$ cat src/rtl/uart_status_sender.sv
// rtl/uart_status_sender.sv - UART frame sender for a sync byte, timestamp, status flags and XOR checksum
module uart_status_sender #(
    parameter int CLK_DIV    = 868,
    parameter int TIME_BYTES = 4,
    parameter int NUM_CH     = 4,
    parameter int PARITY_EN  = 0
) (
    input  logic                    clk,
    input  logic                    reset,
    input  logic [8*TIME_BYTES-1:0] time_value,
    input  logic [NUM_CH-1:0]       status,
    input  logic                    send_req,
    output logic                    tx,
    output logic                    busy,
    output logic                    done
);

    localparam logic [7:0]  SYNC_BYTE  = 8'hA5;
    localparam logic [2:0]  STATUS_IDX = 3'(TIME_BYTES + 1);
    localparam logic [2:0]  LAST_IDX   = 3'(TIME_BYTES + 2);
    localparam logic [15:0] DIV_LAST   = 16'(CLK_DIV - 1);
    // The stop bit spends its final cycle in NEXT, so STOP itself ends one cycle early.
    localparam logic [15:0] STOP_LAST  = 16'(CLK_DIV - 2);

    typedef enum logic [2:0] {IDLE, START, DATA, PARITY, STOP, NEXT} state_t;

    state_t                  state;
    logic [15:0]             div_cnt;
    logic [2:0]              bit_cnt;
    logic [2:0]              byte_idx;
    logic [7:0]              shreg;
    logic                    par_bit;
    logic [7:0]              csum;
    logic [8*TIME_BYTES-1:0] time_snap;
    logic [NUM_CH-1:0]       status_snap;
    logic [7:0]              status_byte;
    logic [7:0]              next_byte;
    logic [2:0]              next_idx;
    logic                    div_end;

    assign div_end = (div_cnt == DIV_LAST);

    // Status flags zero-extended into a byte, channel 0 in bit 0.
    always_comb begin
        status_byte = '0;
        status_byte[NUM_CH-1:0] = status_snap;
    end

    // Byte following the current one: timestamp MSB first, then status, then running checksum.
    always_comb begin
        next_idx  = byte_idx + 3'd1;
        next_byte = csum;
        if (next_idx == STATUS_IDX) begin
            next_byte = status_byte;
        end
        for (int k = 0; k < TIME_BYTES; k++) begin
            if (next_idx == 3'(k + 1)) begin
                next_byte = time_snap[8*(TIME_BYTES-1-k) +: 8];
            end
        end
    end

    // Frame sequencer: bit timing, byte selection, snapshot and registered outputs.
    always_ff @(posedge clk or posedge reset) begin
        if (reset) begin
            state       <= IDLE;
            div_cnt     <= '0;
            bit_cnt     <= '0;
            byte_idx    <= '0;
            shreg       <= '0;
            par_bit     <= 1'b0;
            csum        <= '0;
            time_snap   <= '0;
            status_snap <= '0;
            tx          <= 1'b1;
            busy        <= 1'b0;
            done        <= 1'b0;
        end else begin
            done <= 1'b0;
            case (state)
                IDLE: begin
                    if (send_req) begin
                        time_snap   <= time_value;
                        status_snap <= status;
                        shreg       <= SYNC_BYTE;
                        par_bit     <= ^SYNC_BYTE;
                        csum        <= SYNC_BYTE;
                        byte_idx    <= '0;
                        div_cnt     <= '0;
                        tx          <= 1'b0;
                        busy        <= 1'b1;
                        state       <= START;
                    end
                end
                START: begin
                    if (div_end) begin
                        div_cnt <= '0;
                        bit_cnt <= '0;
                        tx      <= shreg[0];
                        state   <= DATA;
                    end else begin
                        div_cnt <= div_cnt + 16'd1;
                    end
                end
                DATA: begin
                    if (div_end) begin
                        div_cnt <= '0;
                        if (bit_cnt == 3'd7) begin
                            if (PARITY_EN != 0) begin
                                tx    <= par_bit;
                                state <= PARITY;
                            end else begin
                                tx    <= 1'b1;
                                state <= STOP;
                            end
                        end else begin
                            bit_cnt <= bit_cnt + 3'd1;
                            shreg   <= {1'b0, shreg[7:1]};
                            tx      <= shreg[1];
                        end
                    end else begin
                        div_cnt <= div_cnt + 16'd1;
                    end
                end
                PARITY: begin
                    if (div_end) begin
                        div_cnt <= '0;
                        tx      <= 1'b1;
                        state   <= STOP;
                    end else begin
                        div_cnt <= div_cnt + 16'd1;
                    end
                end
                STOP: begin
                    if (div_cnt == STOP_LAST) begin
                        div_cnt <= '0;
                        state   <= NEXT;
                    end else begin
                        div_cnt <= div_cnt + 16'd1;
                    end
                end
                NEXT: begin
                    if (byte_idx != LAST_IDX) begin
                        byte_idx <= next_idx;
                        shreg    <= next_byte;
                        par_bit  <= ^next_byte;
                        csum     <= csum ^ next_byte;
                        div_cnt  <= '0;
                        tx       <= 1'b0;
                        state    <= START;
                    end else begin
                        done <= 1'b1;
                        // A request present as the frame closes starts the next frame with no idle bit.
                        if (send_req) begin
                            time_snap   <= time_value;
                            status_snap <= status;
                            shreg       <= SYNC_BYTE;
                            par_bit     <= ^SYNC_BYTE;
                            csum        <= SYNC_BYTE;
                            byte_idx    <= '0;
                            div_cnt     <= '0;
                            tx          <= 1'b0;
                            state       <= START;
                        end else begin
                            busy  <= 1'b0;
                            state <= IDLE;
                        end
                    end
                end
                default: begin
                    state <= IDLE;
                end
            endcase
        end
    end

endmodule
$ cat config.mk
export PLATFORM = sky130hd
export DESIGN_NAME = uart_status_sender
export DESIGN_NICKNAME = d
export VERILOG_FILES = /design/src/rtl/uart_status_sender.sv
export SDC_FILE = /design/constraint.sdc
export NUM_CORES = 1
export LEC_CHECK = 0
export BUFFER_PORTS_ARGS = -buffer_cell sky130_fd_sc_hd__buf_2
export CAP_MARGIN = 25
export CORE_ASPECT_RATIO = 1.1
export CORE_MARGIN = 1
export CORE_UTILIZATION = 45
export DETAILED_ROUTE_END_ITERATION = 8
export HOLD_SLACK_MARGIN = 0.1
export SYNTH_ARGS = -nofsm -noshare
export SYNTH_HDL_FRONTEND = slang
export SYNTH_SLANG_ARGS = --single-unit
$ cat constraint.sdc
create_clock -name clk -period 4.5 [get_ports clk]
set_input_delay 0.225 -clock clk [delete_from_list [all_inputs] [get_ports clk]]
set_output_delay 0.225 -clock clk [all_outputs]
set_load 0.005 [all_outputs]
==> flow_summary.toml <==
[run_status]
status = "completed"

[synthesis]
ys_seq_area_frac = 0.467
synth-edff-count = 0
async_flop_share = 1.00
yosys_warnings = 0
synth_nets = 483
syn_area_per_cell_um2 = 9.86
ys_seq_elements = 80
synth_cell_types = 60
syn_inst = 435
synth-main-ff-cell = "dfrtp_1"
syn_area_um2 = 4290

[critical_path]
worstSetupEndpointType = "register"
path_class = "reg -> reg"
worstPathArrival_ns = 2.89
crit_required_ns = 4.74
reg2regPathDepth = 7
reg2reg_to = "csum[0]"
rr_startpoint = "byte_idx[0]"
startpoint_type = "register"
crit_chain = "ha_1, ha_1, inv_1, and3_1, o311a_1, or3_1, a22o_1"
cp_slowest_cell = "ha_1"
crit_fanout = 16
slowest_delay_ns = 0.55
cpMostUsedCell = "ha_1"
rrSetupSlack_ns = 1.85

[route]
drc = 0
vias = 3446
dr.pass1.iters = 5
drt-total-wl_um = 9910
ant_nets = 0
wl_per_cell_um = 16.2
drtIter0Drc = 126
vias_per_cell = 5.64

[layout]
fill_cells = 875
layout.nets = 538
drive_above_1_share = 0.221
diodes = 0
area_growth_pct = 15.9
final-instance-count-excl-fill = 611
final_area_um2 = 4970

[worst_hold_path]
holdPathStages = 2
min_to = "time_snap[28]"
min-delay-start = "time_value[28]"
hp-class = "in -> reg"

[placement]
portBuffers = 41
post-place-ws_ns = 1.88
dp_hpwl_um = 7120
gp_congestion = 0.799
placed_area_um2 = 4610
dp.cells = 576

[grt]
grt_pass1_wl_um = 16700
grtUsageTotal = 0.216
grt_antenna_before_repair = 0
grt_remaining_overflow = 0
grt_pass1_vias = 3490
grt_max_degree = 47

[cts]
clkLatencyLatePin_ns = 0.35
cts_buffer_depth = 2
cts_tree = "yes"
htree_levels = 3
cts_buffers = 9
cts_sinks = 80
clkTransAtPathRegs_ns = 0.08
root_buffer = "clkbuf_8"

[pwr]
total_power_w = 0.00207
p_per_area_nw_per_um2 = 416
ir_drop_mv = 0.203
power_leakage_nw = 2.17

[floorplan]
fp.dieW_um = 95.1
core.rowCount = 37
start_util = 0.461
io_pins = 42
die_y_um = 104
dieArea_um2 = 9920
core_um2 = 9310

[sta]
setup_slack_ns = 1.85
fmax_mhz = 377
drv_slew = 0
slew_headroom = 0.537
finalSetupViolations = 0
rsz0062_at_grt = "no"
skew_ns = 0.00891
fin_crit_ns = 2.65
period_share = 0.589
tightest_slew_ns = 0.690
finalHoldViolations = 0
fin_setup_tns_ns = 0

[run]
cap_violations = 0
[sequential cells by signal, indices dropped and copies added, names as in the netlist, 3 cells and up]
name,count
time_snap,32
div_cnt,16
csum,8
shreg,8
status_snap,4
bit_cnt,3
byte_idx,3
state,3
[area by class of cell]
| type | count | area (um2) | share of cell area |
|---|---|---|---|
| Multi-Input combinational cell | 318 | 2130 | 0.429 |
| Clock inverter | 3 | 18.8 | 0.00378 |
| Clock buffer | 12 | 145 | 0.0292 |
| Tap cell | 117 | 146 | 0.0295 |
| Sequential cell | 80 | 2000 | 0.403 |
| Timing Repair Buffer | 66 | 467 | 0.0939 |
| Inverter | 15 | 57.6 | 0.0116 |
[logic make-up after synthesis]
family	after synthesis	synth area share
AOI/OAI and AO/OA	116	0.175
xor gates and xnor gates	5	0.0102
adders and majority gates	9	0.0263
buffers and inverters	37	0.0382
DFF	80	0.467
muxes	39	0.102
and+or+nand+nor	149	0.181
[synthesized netlist by cell type (all sizes together), types with 8 or more instances]
| cell type | instances | area share |
|---|---|---|
| dfrtp | 79 | 0.46 |
| ha | 9 | 0.026 |
| clkbuf | 14 | 0.012 |
| o21ai | 34 | 0.042 |
| nand3 | 14 | 0.016 |
| nor2 | 31 | 0.029 |
| nor3 | 10 | 0.012 |
| buf | 8 | 0.013 |
| nor2b | 10 | 0.015 |
| a21oi | 25 | 0.029 |
| mux2 | 37 | 0.097 |
| o22ai | 13 | 0.019 |
| inv | 15 | 0.013 |
| nand2 | 44 | 0.039 |
[placed cells by master, fill, tap and decap left out, types with 4 or more instances in the layout]
| cell | count |
|---|---|
| nand4_1 | 6 |
| and2_1 | 5 |
| nor3_1 | 10 |
| and3_1 | 6 |
| nand2_1 | 44 |
| a221o_1 | 4 |
| nand3_1 | 14 |
| o211ai_1 | 6 |
| a21o_1 | 5 |
| ha_1 | 9 |
| dlygate4sd3_1 | 20 |
| xnor2_1 | 4 |
| dfrtp_1 | 79 |
| o21ai_0 | 32 |
| o22ai_1 | 13 |
| nor2b_1 | 10 |
| nand2b_1 | 6 |
| nor2_1 | 30 |
| mux2_2 | 37 |
| inv_1 | 14 |
| buf_2 | 41 |
| a21oi_1 | 24 |
| clkbuf_8 | 10 |
[how the worst max path moves through the flow]
stage	startpoint	slack [ns]	cells after the start	end
2_1_floorplan	reset	2.22	1	bit_cnt[0]
3_3_place_gp	byte_idx[0]	1.75	5	time_snap[13]
3_5_place_dp	byte_idx[0]	1.88	7	csum[0]
4_1_cts	byte_idx[0]	1.87	7	csum[0]
5_1_grt	byte_idx[0]	1.71	7	csum[0]
6_report	byte_idx[0]	1.85	7	csum[0]
[stage by stage]
step | hold slack (ns) | util
5_1_grt | 0.101 | 0.534
4_1_cts | 0.101 | 0.532
3_5_place_dp | 0.317 | 0.495
3_3_place_gp | 0.323 | 0.491
2_1_floorplan | 0.342 | -
6_report | 0.114 | 0.534
[routing by layer]
layer  wire, um  vias to the layer above  GRT usage
met4        105                        0     0.0552
li1           -                     1681          -
met3        320                        9     0.0475
met5          0                        -          0
met2       5150                       76      0.374
met1       4330                     1680      0.267
[critical path, delay by kind of cell (launching register included)]
| family | cells | cell delay (ns) |
|---|---|---|
| compound gates | 2 | 0.58 |
| buf+inv | 1 | 0.22 |
| flops | 1 | 0.43 |
| fa+ha+maj | 2 | 0.77 |
| simple gates | 2 | 0.55 |
[power breakdown]
group | switching, W | internal [W]
logic | 0.000297 | 0.000299
clock network | 0.000254 | 0.000212
registers | 0.000122 | 0.000881
[timing repair]
action	CTS	global route
hold buffers	18	2
hold endpoints to repair	51	2
gates resized for setup	0	0
setup buffers	0	0
Note: power is estimated with default switching activity, not from simulation.
